<file path="src/rtl/mem_access_pkg.sv">
// Shared types and constants for the memory-access initiator: FSM state
// encoding, opcode values and default geometry of the 11-word byte memory.
package mem_access_pkg;

  localparam int DW_DEF    = 8;
  localparam int AW_DEF    = 4;
  localparam int DEPTH_DEF = 11;
  localparam int LW_DEF    = 2;

  localparam logic OP_RD = 1'b0;
  localparam logic OP_WR = 1'b1;

  typedef enum logic [2:0] {
    IDLE     = 3'd0,
    WR_BEAT  = 3'd1,
    RD_ISSUE = 3'd2,
    RD_WAIT  = 3'd3,
    RD_RSP   = 3'd4
  } state_e;

endpackage

</file>
<file path="src/rtl/mem_access_master_if.sv">
// Host command/write/response channels plus the memory strobe bus, bundled so
// the initiator sees one port and the host/memory side sees the mirror image.
interface mem_access_master_if #(
  parameter int DW = 8,
  parameter int AW = 4,
  parameter int LW = 2
) ();

  // Every channel uses the same rule: a beat transfers on a rising clk edge
  // where valid & ready are both 1; the sender holds payload stable until then.
  logic          cmd_valid;
  logic          cmd_ready;
  logic          cmd_op;
  logic [AW-1:0] cmd_addr;
  logic [LW-1:0] cmd_len;

  logic          wdata_valid;
  logic          wdata_ready;
  logic [DW-1:0] wdata;

  logic          rsp_valid;
  logic          rsp_ready;
  logic [DW-1:0] rsp_data;
  logic          rsp_last;

  logic          done;
  logic          err;

  logic          mem_rd;
  logic          mem_wr;
  logic [AW-1:0] mem_addr;
  logic [DW-1:0] mem_wdata;
  logic [DW-1:0] mem_rdata;

  modport master (
    input  cmd_valid, cmd_op, cmd_addr, cmd_len,
    input  wdata_valid, wdata,
    input  rsp_ready,
    input  mem_rdata,
    output cmd_ready, wdata_ready,
    output rsp_valid, rsp_data, rsp_last,
    output done, err,
    output mem_rd, mem_wr, mem_addr, mem_wdata
  );

  modport slave (
    output cmd_valid, cmd_op, cmd_addr, cmd_len,
    output wdata_valid, wdata,
    output rsp_ready,
    output mem_rdata,
    input  cmd_ready, wdata_ready,
    input  rsp_valid, rsp_data, rsp_last,
    input  done, err,
    input  mem_rd, mem_wr, mem_addr, mem_wdata
  );

endinterface

</file>
<file path="src/rtl/mem_addr_ctr.sv">
// Burst address counter that wraps DEPTH-1 -> 0, plus a remaining-beats
// down-counter whose zero state marks the final beat.
module mem_addr_ctr #(
  parameter int AW    = 4,
  parameter int LW    = 2,
  parameter int DEPTH = 11
) (
  input  logic          clk,
  input  logic          rst,
  input  logic          load_i,
  input  logic [AW-1:0] addr_i,
  input  logic [LW-1:0] len_i,
  input  logic          adv_i,
  output logic [AW-1:0] addr_o,
  output logic [AW-1:0] addr_nxt_o,
  output logic          last_o
);

  localparam logic [AW-1:0] LAST_ADDR = AW'(DEPTH - 1);

  logic [AW-1:0] addr_q, addr_d;
  logic [LW-1:0] beats_q, beats_d;

  assign addr_nxt_o = (addr_q == LAST_ADDR) ? '0 : addr_q + AW'(1);
  assign addr_o     = addr_q;
  assign last_o     = (beats_q == '0);

  always_comb begin
    addr_d  = addr_q;
    beats_d = beats_q;
    if (load_i) begin
      addr_d  = addr_i;
      beats_d = len_i;
    end else if (adv_i) begin
      addr_d = addr_nxt_o;
      if (beats_q != '0) beats_d = beats_q - LW'(1);
    end
  end

  always_ff @(posedge clk) begin
    if (rst) begin
      addr_q  <= '0;
      beats_q <= '0;
    end else begin
      addr_q  <= addr_d;
      beats_q <= beats_d;
    end
  end

endmodule

</file>
<file path="src/rtl/mem_access_master.sv">
// Initiator for the single-port byte memory: turns host read/write bursts into
// registered rd/wr strobes and returns read beats on a back-pressurable port.
module mem_access_master
  import mem_access_pkg::*;
#(
  parameter int DW    = DW_DEF,
  parameter int AW    = AW_DEF,
  parameter int DEPTH = DEPTH_DEF,
  parameter int LW    = LW_DEF
) (
  input  logic                clk,
  input  logic                rst,
  mem_access_master_if.master bus_io,
  output state_e              state_o
);

  localparam logic [AW:0] DEPTH_V = (AW+1)'(DEPTH);

  state_e        state_q, state_d;
  logic          mem_rd_q, mem_rd_d;
  logic          mem_wr_q, mem_wr_d;
  logic [AW-1:0] mem_addr_q, mem_addr_d;
  logic [DW-1:0] mem_wdata_q, mem_wdata_d;
  logic          rsp_valid_q, rsp_valid_d;
  logic [DW-1:0] rsp_data_q, rsp_data_d;
  logic          rsp_last_q, rsp_last_d;
  logic          done_q, done_d;
  logic          err_q, err_d;

  logic          ctr_load, ctr_adv, ctr_last;
  logic [AW-1:0] ctr_addr, ctr_addr_nxt;

  mem_addr_ctr #(.AW(AW), .LW(LW), .DEPTH(DEPTH)) u_ctr (
    .clk        (clk),
    .rst        (rst),
    .load_i     (ctr_load),
    .addr_i     (bus_io.cmd_addr),
    .len_i      (bus_io.cmd_len),
    .adv_i      (ctr_adv),
    .addr_o     (ctr_addr),
    .addr_nxt_o (ctr_addr_nxt),
    .last_o     (ctr_last)
  );

  // Read strobes are raised on the edge entering RD_ISSUE so mem_rd is high
  // for exactly the cycle spent in that state.
  always_comb begin
    state_d     = state_q;
    mem_rd_d    = 1'b0;
    mem_wr_d    = 1'b0;
    mem_addr_d  = mem_addr_q;
    mem_wdata_d = mem_wdata_q;
    rsp_valid_d = rsp_valid_q;
    rsp_data_d  = rsp_data_q;
    rsp_last_d  = rsp_last_q;
    done_d      = 1'b0;
    err_d       = 1'b0;
    ctr_load    = 1'b0;
    ctr_adv     = 1'b0;
    case (state_q)
      IDLE: begin
        if (bus_io.cmd_valid) begin
          if ({1'b0, bus_io.cmd_addr} >= DEPTH_V) begin
            err_d = 1'b1;
          end else begin
            ctr_load = 1'b1;
            if (bus_io.cmd_op == OP_WR) begin
              state_d = WR_BEAT;
            end else begin
              state_d    = RD_ISSUE;
              mem_rd_d   = 1'b1;
              mem_addr_d = bus_io.cmd_addr;
            end
          end
        end
      end
      WR_BEAT: begin
        if (bus_io.wdata_valid) begin
          mem_wr_d    = 1'b1;
          mem_addr_d  = ctr_addr;
          mem_wdata_d = bus_io.wdata;
          ctr_adv     = 1'b1;
          if (ctr_last) begin
            done_d  = 1'b1;
            state_d = IDLE;
          end
        end
      end
      RD_ISSUE: state_d = RD_WAIT;
      RD_WAIT: begin
        rsp_data_d  = bus_io.mem_rdata;
        rsp_valid_d = 1'b1;
        rsp_last_d  = ctr_last;
        state_d     = RD_RSP;
      end
      RD_RSP: begin
        if (bus_io.rsp_ready) begin
          rsp_valid_d = 1'b0;
          rsp_last_d  = 1'b0;
          if (ctr_last) begin
            done_d  = 1'b1;
            state_d = IDLE;
          end else begin
            ctr_adv    = 1'b1;
            mem_rd_d   = 1'b1;
            mem_addr_d = ctr_addr_nxt;
            state_d    = RD_ISSUE;
          end
        end
      end
      default: state_d = IDLE;
    endcase
  end

  always_ff @(posedge clk) begin
    if (rst) begin
      state_q     <= IDLE;
      mem_rd_q    <= 1'b0;
      mem_wr_q    <= 1'b0;
      mem_addr_q  <= '0;
      mem_wdata_q <= '0;
      rsp_valid_q <= 1'b0;
      rsp_data_q  <= '0;
      rsp_last_q  <= 1'b0;
      done_q      <= 1'b0;
      err_q       <= 1'b0;
    end else begin
      state_q     <= state_d;
      mem_rd_q    <= mem_rd_d;
      mem_wr_q    <= mem_wr_d;
      mem_addr_q  <= mem_addr_d;
      mem_wdata_q <= mem_wdata_d;
      rsp_valid_q <= rsp_valid_d;
      rsp_data_q  <= rsp_data_d;
      rsp_last_q  <= rsp_last_d;
      done_q      <= done_d;
      err_q       <= err_d;
    end
  end

  assign bus_io.cmd_ready   = (state_q == IDLE);
  assign bus_io.wdata_ready = (state_q == WR_BEAT);
  assign bus_io.rsp_valid   = rsp_valid_q;
  assign bus_io.rsp_data    = rsp_data_q;
  assign bus_io.rsp_last    = rsp_last_q;
  assign bus_io.done        = done_q;
  assign bus_io.err         = err_q;
  assign bus_io.mem_rd      = mem_rd_q;
  assign bus_io.mem_wr      = mem_wr_q;
  assign bus_io.mem_addr    = mem_addr_q;
  assign bus_io.mem_wdata   = mem_wdata_q;
  assign state_o            = state_q;

endmodule
</file>
<file path="src/flat_wrapper.sv">
// flat-port wrapper written by rule: the top's interface ports become plain ports
module mem_access_master_flat import mem_access_pkg::*;
#(
  parameter int DW    = DW_DEF,
  parameter int AW    = AW_DEF,
  parameter int DEPTH = DEPTH_DEF,
  parameter int LW    = LW_DEF
)
  (clk, rst, state_o, bus_io_cmd_valid, bus_io_cmd_op, bus_io_cmd_addr, bus_io_cmd_len, bus_io_wdata_valid, bus_io_wdata, bus_io_rsp_ready, bus_io_mem_rdata, bus_io_cmd_ready, bus_io_wdata_ready, bus_io_rsp_valid, bus_io_rsp_data, bus_io_rsp_last, bus_io_done, bus_io_err, bus_io_mem_rd, bus_io_mem_wr, bus_io_mem_addr, bus_io_mem_wdata);
  mem_access_master_if #(.DW(DW), .AW(AW), .LW(LW)) bus_io_i ();
  input  logic clk;
  input  logic rst;
  output state_e state_o;
  input wire logic [$bits(bus_io_i.cmd_valid)-1:0] bus_io_cmd_valid;
  input wire logic [$bits(bus_io_i.cmd_op)-1:0] bus_io_cmd_op;
  input wire logic [$bits(bus_io_i.cmd_addr)-1:0] bus_io_cmd_addr;
  input wire logic [$bits(bus_io_i.cmd_len)-1:0] bus_io_cmd_len;
  input wire logic [$bits(bus_io_i.wdata_valid)-1:0] bus_io_wdata_valid;
  input wire logic [$bits(bus_io_i.wdata)-1:0] bus_io_wdata;
  input wire logic [$bits(bus_io_i.rsp_ready)-1:0] bus_io_rsp_ready;
  input wire logic [$bits(bus_io_i.mem_rdata)-1:0] bus_io_mem_rdata;
  output wire logic [$bits(bus_io_i.cmd_ready)-1:0] bus_io_cmd_ready;
  output wire logic [$bits(bus_io_i.wdata_ready)-1:0] bus_io_wdata_ready;
  output wire logic [$bits(bus_io_i.rsp_valid)-1:0] bus_io_rsp_valid;
  output wire logic [$bits(bus_io_i.rsp_data)-1:0] bus_io_rsp_data;
  output wire logic [$bits(bus_io_i.rsp_last)-1:0] bus_io_rsp_last;
  output wire logic [$bits(bus_io_i.done)-1:0] bus_io_done;
  output wire logic [$bits(bus_io_i.err)-1:0] bus_io_err;
  output wire logic [$bits(bus_io_i.mem_rd)-1:0] bus_io_mem_rd;
  output wire logic [$bits(bus_io_i.mem_wr)-1:0] bus_io_mem_wr;
  output wire logic [$bits(bus_io_i.mem_addr)-1:0] bus_io_mem_addr;
  output wire logic [$bits(bus_io_i.mem_wdata)-1:0] bus_io_mem_wdata;
  assign bus_io_i.cmd_valid = bus_io_cmd_valid;
  assign bus_io_i.cmd_op = bus_io_cmd_op;
  assign bus_io_i.cmd_addr = bus_io_cmd_addr;
  assign bus_io_i.cmd_len = bus_io_cmd_len;
  assign bus_io_i.wdata_valid = bus_io_wdata_valid;
  assign bus_io_i.wdata = bus_io_wdata;
  assign bus_io_i.rsp_ready = bus_io_rsp_ready;
  assign bus_io_i.mem_rdata = bus_io_mem_rdata;
  assign bus_io_cmd_ready = bus_io_i.cmd_ready;
  assign bus_io_wdata_ready = bus_io_i.wdata_ready;
  assign bus_io_rsp_valid = bus_io_i.rsp_valid;
  assign bus_io_rsp_data = bus_io_i.rsp_data;
  assign bus_io_rsp_last = bus_io_i.rsp_last;
  assign bus_io_done = bus_io_i.done;
  assign bus_io_err = bus_io_i.err;
  assign bus_io_mem_rd = bus_io_i.mem_rd;
  assign bus_io_mem_wr = bus_io_i.mem_wr;
  assign bus_io_mem_addr = bus_io_i.mem_addr;
  assign bus_io_mem_wdata = bus_io_i.mem_wdata;
  mem_access_master #(.DW(DW), .AW(AW), .DEPTH(DEPTH), .LW(LW)) u_core (.clk(clk), .rst(rst), .bus_io(bus_io_i), .state_o(state_o));
endmodule
</file>
<file path="config.mk">
export PLATFORM = sky130hd
export DESIGN_NAME = mem_access_master_flat
export DESIGN_NICKNAME = d
export VERILOG_FILES = /design/src/rtl/mem_access_pkg.sv /design/src/rtl/mem_access_master_if.sv /design/src/rtl/mem_addr_ctr.sv /design/src/rtl/mem_access_master.sv /design/src/flat_wrapper.sv
export SDC_FILE = /design/constraint.sdc
export NUM_CORES = 1
export LEC_CHECK = 0
export ABC_AREA = 0
export CORE_MARGIN = 2
export CORE_UTILIZATION = 47
export DETAILED_ROUTE_END_ITERATION = 6
export PLACE_DENSITY = 0.84
export SLEW_MARGIN = 30
export SYNTH_ARGS = -nofsm -noshare
export SYNTH_HDL_FRONTEND = slang
export SYNTH_SLANG_ARGS = --single-unit
</file>
<file path="constraint.sdc">
create_clock -name clk -period 4.09 [get_ports clk]
set_clock_uncertainty 0.1 [all_clocks]
set_input_delay 1.0225 -clock clk [delete_from_list [all_inputs] [get_ports clk]]
set_output_delay 1.0225 -clock clk [all_outputs]
set_load 0.03 [all_outputs]
</file>
---- Yosys cells after proc, flatten, opt, wreduce, memory -nomap -nowiden ----
Index checks and enable logic that the tools add are counted.
word-level totals
  output and inout bits ................... 31
  register bits after elaboration ......... 35
  bits of input ports ..................... 28
cells by class
  multiplexer cells ....................... 40
  bitwise operators ....................... 3
  reduce and logical (&&, ||, !) cells .... 14
  equal/unequal tests ..................... 12
  add/subtract/negate cells ............... 2
  magnitude comparators ................... 1
operator list
  operator             number
  $mux 4               9
  $mux 3               5
  $pmux 3 s5           1
  $mux 1               14
  $ne 2x2->1 const B   6
  $pmux 4 s3           1
  $mux 2               5
  $pmux 1 s2           5
  $reduce_bool 2->1    4
  $reduce_and 7->1     1
  $eq 3x2->1 const B   2
  $reduce_and 2->1     3
  $reduce_and 5->1     1
  $add 4x1->4 const B  1
  $eq 4x4->1 const B   1
  $ge 4x4->1 const B   1
  $eq 3x1->1 const B   1
  $eq 3x3->1 const B   1
  $logic_not 3->1      1
  $not 1->1            3
  $reduce_bool 3->1    1
  $reduce_or 3->1      1
  $logic_not 2->1      1
  $ne 2x1->1 const B   1
  other kinds (2)      2

---- Logic depth before layout (Yosys ltp) ----
Gate-level depths: netlist (run 1).
  depth in word-level cells ............... 6
  depth in mapped cells ................... 7

---- Hierarchy ----
Synthesis (run 1) repeated with hierarchy kept, for this count alone.
unflattened totals
  cells, all modules ...................... 207
  area, all modules ....................... 1,716.6 µm²
by module, submodules not included
  module             times used  seq. area each (µm²)  cells an instance  area an instance (µm²)
  mem_access_master  1           580.6                 158                1,308.8
  mem_addr_ctr       1           120.1                 49                 407.9

---- Worst setup path after synthesis (run 1) ----
No wires, ideal clock.
  path kind ............................... reg-to-output
  from .................................... register u_core.state_q[1], in the netlist u_core.state_o[1]
  to ...................................... output bus_io_cmd_ready
  data required time ...................... 2,968 ps
  buffers on the path ..................... 2
  cell stages (with the launch flop) ...... 4
  setup slack ............................. 1,384 ps
  arrival time ............................ 1,584 ps
  path through ............................ dfxtp_1 clkbuf_1 clkbuf_1 nor3_1
between the ends
  word-level cells in the longest chain between the ends .. 1
ends and longest elaborated chain
  what                    RTL line                  text
  from (decl)             mem_access_master.sv:19   state_e state_q, state_d;
  from (signal assigned)  mem_access_master.sv:128  state_q <= state_d;
  $logic_not 3->1         mem_access_master.sv:141  assign bus_io.cmd_ready = (state_q == IDLE);
  to (decl)               flat_wrapper.sv:22        output wire logic [$bits(bus_io_i.cmd_ready)-1:0] bus_io_cmd_ready;
No other way between the ends.

---- Final worst setup path (run 1) ----
  from .................................... register u_core.state_q[0], in the netlist u_core.state_o[0]
  to ...................................... output bus_io_wdata_ready
between the ends
  word-level cells in the longest chain between the ends .. 1
ends and longest elaborated chain
  what        RTL line                  text
  $eq 3x1->1  mem_access_master.sv:142  assign bus_io.wdata_ready = (state_q == WR_BEAT);
  to (decl)   flat_wrapper.sv:23        output wire logic [$bits(bus_io_i.wdata_ready)-1:0] bus_io_wdata_ready;
No other way between the ends.

==> results of run 1 <==
-- synth_stat cells, types with 3 or more instances --
cell type                   n  area, um^2
sky130_fd_sc_hd__a211oi_1   6       45.04
sky130_fd_sc_hd__a21oi_1   26       130.1
sky130_fd_sc_hd__buf_2      3       15.01
sky130_fd_sc_hd__clkbuf_1   8       30.03
sky130_fd_sc_hd__dfxtp_1   35       700.7
sky130_fd_sc_hd__inv_1      6       22.52
sky130_fd_sc_hd__nand2_1   33       123.9
sky130_fd_sc_hd__nand2b_1   4       25.02
sky130_fd_sc_hd__nand3_1   10       50.05
sky130_fd_sc_hd__nand3b_1   3       22.52
sky130_fd_sc_hd__nor2_1    18       67.56
sky130_fd_sc_hd__nor3_1     3       15.01
sky130_fd_sc_hd__o21ai_0    5       25.02
-- metrics by stage --
step / power [W] / cells / instance area, um^2
after floorplan: 0.0005060 / 199 / 1635
after global placement: 0.0005837 / 294 / 2243
after detailed placement: 0.0005863 / 294 / 2243
after CTS: 0.0008356 / 302 / 2325
after global routing: 0.0008763 / 302 / 2325
final: 0.0008278 / 302 / 2325
-- worst max-delay path: cells and delay by family, from the launching register on --
kind,cells,cell delay (ns)
buffers and inverters,1,0.77
DFF,1,0.62
and+or+nand+nor,1,0.52
-- power by group through the flow --
stage	registers, W	logic, W	clock network, W
floorplan	0.000406	0.000100	0
global placement	0.000383	0.000201	0
detailed placement	0.000383	0.000203	0
CTS	0.000376	0.000204	0.000256
global route	0.000379	0.000220	0.000277
finish	0.000376	0.000204	0.000248
-- area by class of cell --
cell class / count / area [um^2]
tap: 46 / 57.56
multi-input combinational: 147 / 867.1
clock inverter: 3 / 43.79
clock buffer: 5 / 37.54
inverter: 6 / 22.52
fill: 279 / 1012
sequential: 35 / 700.7
timing repair buffer: 60 / 595.6
-- metal layers --
| layer | up-vias | track usage |
|---|---|---|
| met5 | - | 0 |
| li1 | 821 | - |
| met3 | 2 | 0.05045 |
| met2 | 55 | 0.3311 |
| met1 | 707 | 0.2719 |
| met4 | 0 | 0.1139 |
-- flip-flops by register name (all words and copies together), names as in the netlist --
name	cells
u_core.u_ctr.addr_o	4
u_core.bus_io.err	1
u_core.u_ctr.beats_q	2
u_core.bus_io.mem_wdata	8
u_core.bus_io.rsp_last	1
u_core.state_o	3
u_core.bus_io.mem_rd	1
u_core.bus_io.mem_wr	1
u_core.bus_io.rsp_valid	1
u_core.bus_io.done	1
u_core.bus_io.mem_addr	4
u_core.bus_io.rsp_data	8
-- logic make-up (layout without fill, tap and decap cells) --
kind of cell	Yosys count	in the layout	share of synthesized area
fa+ha+maj	1	1	0.007650
xor+xnor	1	1	0.005357
buf+inv	17	74	0.04131
mux	1	1	0.006121
compound gates	62	62	0.2701
simple gates	82	82	0.2410
flops	35	35	0.4285
-- final timing paths --
check                               end
min          u_core.bus_io.mem_wdata[0]
max                  bus_io_wdata_ready
min reg2reg  u_core.bus_io.mem_wdata[0]
max reg2reg   u_core.bus_io.mem_addr[2]
==> flow_summary.rst, run 1 <==
.. list-table::
   :header-rows: 1

   * - Metric
     - Value
   * - Path depth of the worst reg2reg path
     - 4
   * - Top-Level Pins
     - 59
   * - Final cycle utilization of the critical path
     - 0.8248
   * - Syn. warnings
     - 0
   * - Cell-internal power
     - 0.0005792 W
   * - Leading cell type in the layout, fill and taps excluded
     - sky130_fd_sc_hd__clkdlybuf4s50_1
   * - Type of element capturing the critical path
     - output pin
   * - Maximum count of clock buffers along a single path
     - 2
   * - Launch instance of the worst register-to-register path
     - u_core.state_o[2]
   * - Vertical die dimension
     - 62.99 um
   * - Remaining antenna violation count after routing
     - 0
   * - GRT Overall Usage
     - 0.2130
   * - Top sig layer
     - met4
   * - Actual transition at the worst max-transition pin
     - 0.9009 ns
   * - Number of enable-type register cells in the synthesized netlist
     - 0
   * - Final Max Slew Viols
     - 0
   * - Routed vias/inst
     - 5.248
   * - Flip-flop cell with the highest count after synthesis
     - sky130_fd_sc_hd__dfxtp_1
   * - Unrepaired setup endpoints after global routing
     - no
   * - Count of max-cap constraint violations
     - 0
   * - Total global routing overflow
     - 0
   * - Detailed-routed wire length on met2
     - 1896 um
   * - Worst-case vdd ir drop
     - 0.0002665 V
   * - Logic gate share of total power
     - 0.246
   * - Switching power share of the total
     - 0.3003
   * - Core outline area
     - 3337 um^2
   * - Cell Rows
     - 21
   * - Synthesized area per cell
     - 8.218 um^2
   * - Leakage power figure
     - 0.8069 nW
   * - Final routed wire length divided by cell count
     - 13.17 um
   * - Iteration-0 DRC count of the detailed router
     - 70
   * - Kind of start point of the critical path
     - flop
   * - Wire length of the first global-routing pass
     - 6603 um
   * - Worst Path Required
     - 2.97 ns
   * - Worst R2R Setup Slack
     - 1.70 ns
   * - Worst hold-check slack
     - 0.3569 ns
   * - Met3 layer wire length in the routed design
     - 201 um
   * - Sequential area share after synthesis
     - 0.4285
   * - Worst slack at placement
     - 1.089 ns
   * - Root cell of the clock tree
     - sky130_fd_sc_hd__clkbuf_4
   * - Share of the core filled with cells
     - 0.6967
   * - Largest fanout on the critical path
     - 16
   * - Post-detailed-placement half-perimeter wirelength
     - 2900 um
   * - Wire length reported by the detailed router
     - 3977 um
   * - Area Overhead vs Synth
     - 42.16%
   * - Largest net degree at the start of global routing
     - 25
   * - Total of cells resized after clock tree synthesis
     - 0
   * - Antenna violations before repair
     - 0
   * - Synth Net Count
     - 228
   * - Count of clock tree sinks
     - 35
   * - Switching component of the power
     - 0.0002486 W
   * - Cells along the critical path
     - nor3b_2 -> clkdlybuf4s50_1
   * - Die area
     - 3967 um^2
   * - Worst Setup SP
     - u_core.state_o[0]
   * - Shortest clock period the worst path allows after layout
     - 3.373 ns
   * - Result of the run
     - complete, no violations
   * - Total negative slack
     - 0 ns
   * - Post-synth cell types
     - 45
   * - Category of the most critical setup path
     - reg -> out
   * - Startpoint of the most critical hold path
     - u_core.bus_io.mem_wdata[0]
   * - Final Net Count
     - 284
   * - Initial DRT Pass Iterations
     - 4
   * - Worst Slack Setup Final
     - 0.7166 ns
   * - Number of antenna diodes
     - 0
   * - Delay contributed by the slowest stage of the critical path
     - 0.77 ns
   * - # setup viols final
     - 0
   * - Clock power share
     - 0.300
   * - Peak Freq
     - 296.4 MHz
   * - FF+latch count, synth
     - 35
   * - Syn Inst Count
     - 199
   * - Routability congestion estimate from global placement
     - 0.8888
   * - CTS Buf Count
     - 5
   * - Die Wd
     - 62.99 um
   * - Power density relative to cell area
     - 356.1 nW/um^2
   * - Number of global-route vias before repair
     - 1441
   * - Clock latency of the later-clocked register in the worst-skew pair
     - 0.34 ns
   * - Area of the mapped netlist
     - 1635 um^2
   * - Proportion of layout cells with a drive suffix above 1
     - 0.07031
   * - Share of synthesized registers carrying an async set or reset
     - 0
   * - Slew Limit Headroom
     - 0.3981
   * - Worst endpoint data arrival time
     - 2.25 ns
   * - Initial Util
     - 0.4901
   * - Class of the worst hold path
     - reg -> reg
   * - Total number of vias
     - 1585
   * - Reg clk slew, reported paths
     - 0.11 ns
   * - Post-Route M1 WL
     - 1837 um
   * - TritonCTS clock tree
     - done
   * - Total of buffers placed on input and output ports
     - 58
   * - DRC violation count after routing
     - 0
   * - Final Hold Vio Count
     - 0
   * - Top library cells by usage in the layout, fill and taps aside
     - 58 x sky130_fd_sc_hd__clkdlybuf4s50_1, 35 x sky130_fd_sc_hd__dfxtp_1, 33 x sky130_fd_sc_hd__nand2_1
   * - CTS H-tree lvls
     - 2
   * - Sequential fraction of design power
     - 0.454
   * - Number of stages on the worst hold path
     - 2
   * - Critical path's slowest cell
     - sky130_fd_sc_hd__clkdlybuf4s50_1
   * - Hold bufs inserted after CTS
     - 0
   * - # Post-CTS Setup Buffers
     - 0
Power figures use the tool's default switching activity.
==> run 2: changes to the inputs <==
--- a/config.mk
+++ b/config.mk
@@ -7,9 +7,9 @@
 export LEC_CHECK = 0
 export ABC_AREA = 0
 export CORE_MARGIN = 2
-export CORE_UTILIZATION = 47
+export CORE_UTILIZATION = 40
 export DETAILED_ROUTE_END_ITERATION = 6
-export PLACE_DENSITY = 0.84
+export PLACE_DENSITY = 0.76
 export SLEW_MARGIN = 30
 export SYNTH_ARGS = -nofsm -noshare
 export SYNTH_HDL_FRONTEND = slang
==> constraint.sdc (replaced) <==
create_clock -name clk -period 2.8 [get_ports clk]
set_clock_uncertainty 0.1 [all_clocks]
set_input_delay 0.7 -clock clk [delete_from_list [all_inputs] [get_ports clk]]
set_output_delay 0.7 -clock clk [all_outputs]
set_load 0.03 [all_outputs]
==> flow_summary.rst, run 2 (synthesis gave the netlist of run 1 again) <==
.. list-table::
   :header-rows: 1

   * - Metric
     - Value
   * - Die area
     - 4616 um^2 (+16%)
   * - Largest fanout on the critical path
     - 15 (-1)
   * - Core outline area
     - 3971 um^2 (+19%)
   * - Hold bufs inserted after CTS
     - 0 (unchanged)
   * - CTS Buf Count
     - 5 (unchanged)
   * - # Post-CTS Setup Buffers
     - 0 (unchanged)
   * - Kind of start point of the critical path
     - flop
   * - Number of global-route vias before repair
     - 1361 (-5.6%)
   * - Finished layout cell area
     - 2419 um^2 (+4.0%)
   * - Total negative slack
     - 0 ns (unchanged)
   * - Wire length reported by the detailed router
     - 4332 um (+8.9%)
   * - Power density relative to cell area
     - 577.2 nW/um^2 (+62%)
   * - Count of clock tree sinks
     - 35 (unchanged)
   * - Cell family with most CP delay
     - buffers and inverters
   * - Worst-case vdd ir drop
     - 0.0003166 V (+19%)
   * - Reg clk slew, reported paths
     - 0.07 ns (-0.04 ns)
   * - CTS H-tree lvls
     - 2 (unchanged)
   * - Class of the worst hold path
     - reg -> reg
   * - Wire length of the first global-routing pass
     - 6575 um (-0.42%)
   * - Peak Freq
     - 389.1 MHz
   * - Count of buffering cells on the critical path with inverters included
     - 1 (unchanged)
   * - Delay contributed by the slowest stage of the critical path
     - 0.71 ns (-0.06 ns)
   * - Area after DPL
     - 2286 um^2 (+1.9%)
   * - Total number of vias
     - 1655 (+4.4%)
   * - Leading cell type in the layout, fill and taps excluded
     - sky130_fd_sc_hd__clkdlybuf4s50_1
   * - GRT Overall Usage
     - 0.1925 (-0.02046)
   * - Total chip power
     - 0.001396 W (+69%)
   * - Total of cells resized after clock tree synthesis
     - 0 (unchanged)
   * - Largest net degree at the start of global routing
     - 19 (-24%)
   * - Routability congestion estimate from global placement
     - 0.8486 (-4.5%)
   * - Vertical die dimension
     - 67.94 um (+7.9%)
   * - Die Wd
     - 67.94 um (+7.9%)
   * - Actual transition at the worst max-transition pin
     - 0.6830 ns (-0.2179 ns)
   * - Post-detailed-placement half-perimeter wirelength
     - 3078 um (+6.1%)
   * - Total of buffers placed on input and output ports
     - 58 (unchanged)
   * - Final routed wire length divided by cell count
     - 13.93 um (+5.8%)
   * - Initial Util
     - 0.4118 (-0.07828)
   * - Slew Limit Headroom
     - 0.5437 (+0.1456)
   * - Shortest clock period the worst path allows after layout
     - 2.570 ns
   * - Area Overhead vs Synth
     - 47.90%
   * - TritonCTS clock tree
     - done
   * - Top-Level Pins
     - 59 (unchanged)
   * - Critical path's slowest cell
     - sky130_fd_sc_hd__clkdlybuf4s50_1
   * - Maximum count of clock buffers along a single path
     - 2 (unchanged)
   * - Leakage power figure
     - 0.8528 nW (+5.7%)
   * - Count of max-cap constraint violations
     - 0 (unchanged)
   * - Top library cells by usage in the layout, fill and taps aside
     - 58 x sky130_fd_sc_hd__clkdlybuf4s50_1, 35 x sky130_fd_sc_hd__dfxtp_1, 33 x sky130_fd_sc_hd__nand2_1
   * - DRC violation count after routing
     - 0 (unchanged)
   * - Post-route non-filler standard cell count
     - 311 (+3.0%)
   * - Worst endpoint data arrival time
     - 1.77 ns (-0.48 ns)
   * - Share of the core filled with cells
     - 0.6090 (-0.08765)
   * - Total global routing overflow
     - 0 (unchanged)
   * - Final Max Slew Viols
     - 0 (unchanged)
   * - Final Net Count
     - 289 (+1.8%)
   * - Cells along the critical path
     - nor3b_2 -> clkdlybuf4s50_1
   * - Type of element capturing the critical path
     - output pin
   * - Routed vias/inst
     - 5.322 (+1.4%)
   * - Unrepaired setup endpoints after global routing
     - no
   * - Iteration-0 DRC count of the detailed router
     - 127 (+81%)
   * - Root cell of the clock tree
     - sky130_fd_sc_hd__clkbuf_8
   * - Number of antenna diodes
     - 0 (unchanged)
   * - Final cycle utilization of the critical path
     - 0.9179
   * - Count of placed standard cells including taps
     - 303 (+3.1%)
   * - # setup viols final
     - 0 (unchanged)
   * - Clock latency of the later-clocked register in the worst-skew pair
     - 0.29 ns (-0.05 ns)
   * - Result of the run
     - complete, no violations
   * - Cell Rows
     - 23 (+9.5%)
   * - Initial DRT Pass Iterations
     - 4 (unchanged)
   * - Worst Path Required
     - 2.00 ns (-0.97 ns)
   * - Remaining antenna violation count after routing
     - 0 (unchanged)
   * - Antenna violations before repair
     - 0 (unchanged)
   * - Proportion of layout cells with a drive suffix above 1
     - 0.08429 (+0.01398)
   * - Category of the most critical setup path
     - reg -> out
   * - Final Hold Vio Count
     - 0 (unchanged)
## run 2: changes by cell type in the layout (fill, tap and decap cells not counted), sizes merged
cell,previous run,this run
bufinv,1,2
buf,2,7
clkinv,2,0
clkbuf,5,6
## run 2: per-layer routing
layer  routed length [um]  global-route usage
met1                 1971              0.2556
met2                 2084              0.3058
met3                  226             0.04770
met4                   50             0.06250
met5                    0                   0
## run 2: report_power, final
group,internal (W),leakage [nW],switching [W]
clock,0.000356,0.0654,0.000182
sequential,0.000525,0.284,0.0000233
combinational,0.000139,0.503,0.000171
total,0.00102,0.853,0.000376
## run 2: worst paths after layout
kind | startpoint | to | slack, ns | depth (start not counted)
worst max register to register | u_core.u_ctr.beats_q[0] | u_core.bus_io.mem_addr[0] | 0.70 | 7
worst min register to register | u_core.bus_io.rsp_data[2] | u_core.bus_io.rsp_data[2] | 0.35 | 2
worst min-delay path | u_core.bus_io.rsp_data[2] | u_core.bus_io.rsp_data[2] | 0.35 | 2
worst max-delay path | u_core.state_o[2] | bus_io_wdata_ready | 0.23 | 2
## run 2: worst reg2reg max path, stage by stage (launching register included)
cell	delay (ns)
sky130_fd_sc_hd__dfxtp_1	0.36
sky130_fd_sc_hd__inv_1	0.05
sky130_fd_sc_hd__ha_1	0.29
sky130_fd_sc_hd__o21ai_0	0.21
sky130_fd_sc_hd__o311ai_0	0.23
sky130_fd_sc_hd__a31oi_2	0.41
sky130_fd_sc_hd__nor2_1	0.09
sky130_fd_sc_hd__a211oi_1	0.25
## run 2: stage by stage
stage / hold WS, ns / setup WS, ns
2_1_floorplan: 0.4139 / 0.4162
3_3_place_gp: 0.3412 / 0.2130
3_5_place_dp: 0.3469 / 0.1602
4_1_cts: 0.3568 / 0.2231
5_1_grt: 0.3743 / 0.1708
6_report: 0.3535 / 0.2298
## run 2: cell type report
class	instances	area (um^2)
Sequential cell	35	700.7
Fill cell	378	1553
Tap cell	50	62.56
Multi-Input combinational cell	147	867.1
Clock inverter	2	60.06
Clock buffer	6	72.57
Timing Repair Buffer	65	633.1
Inverter	6	22.52
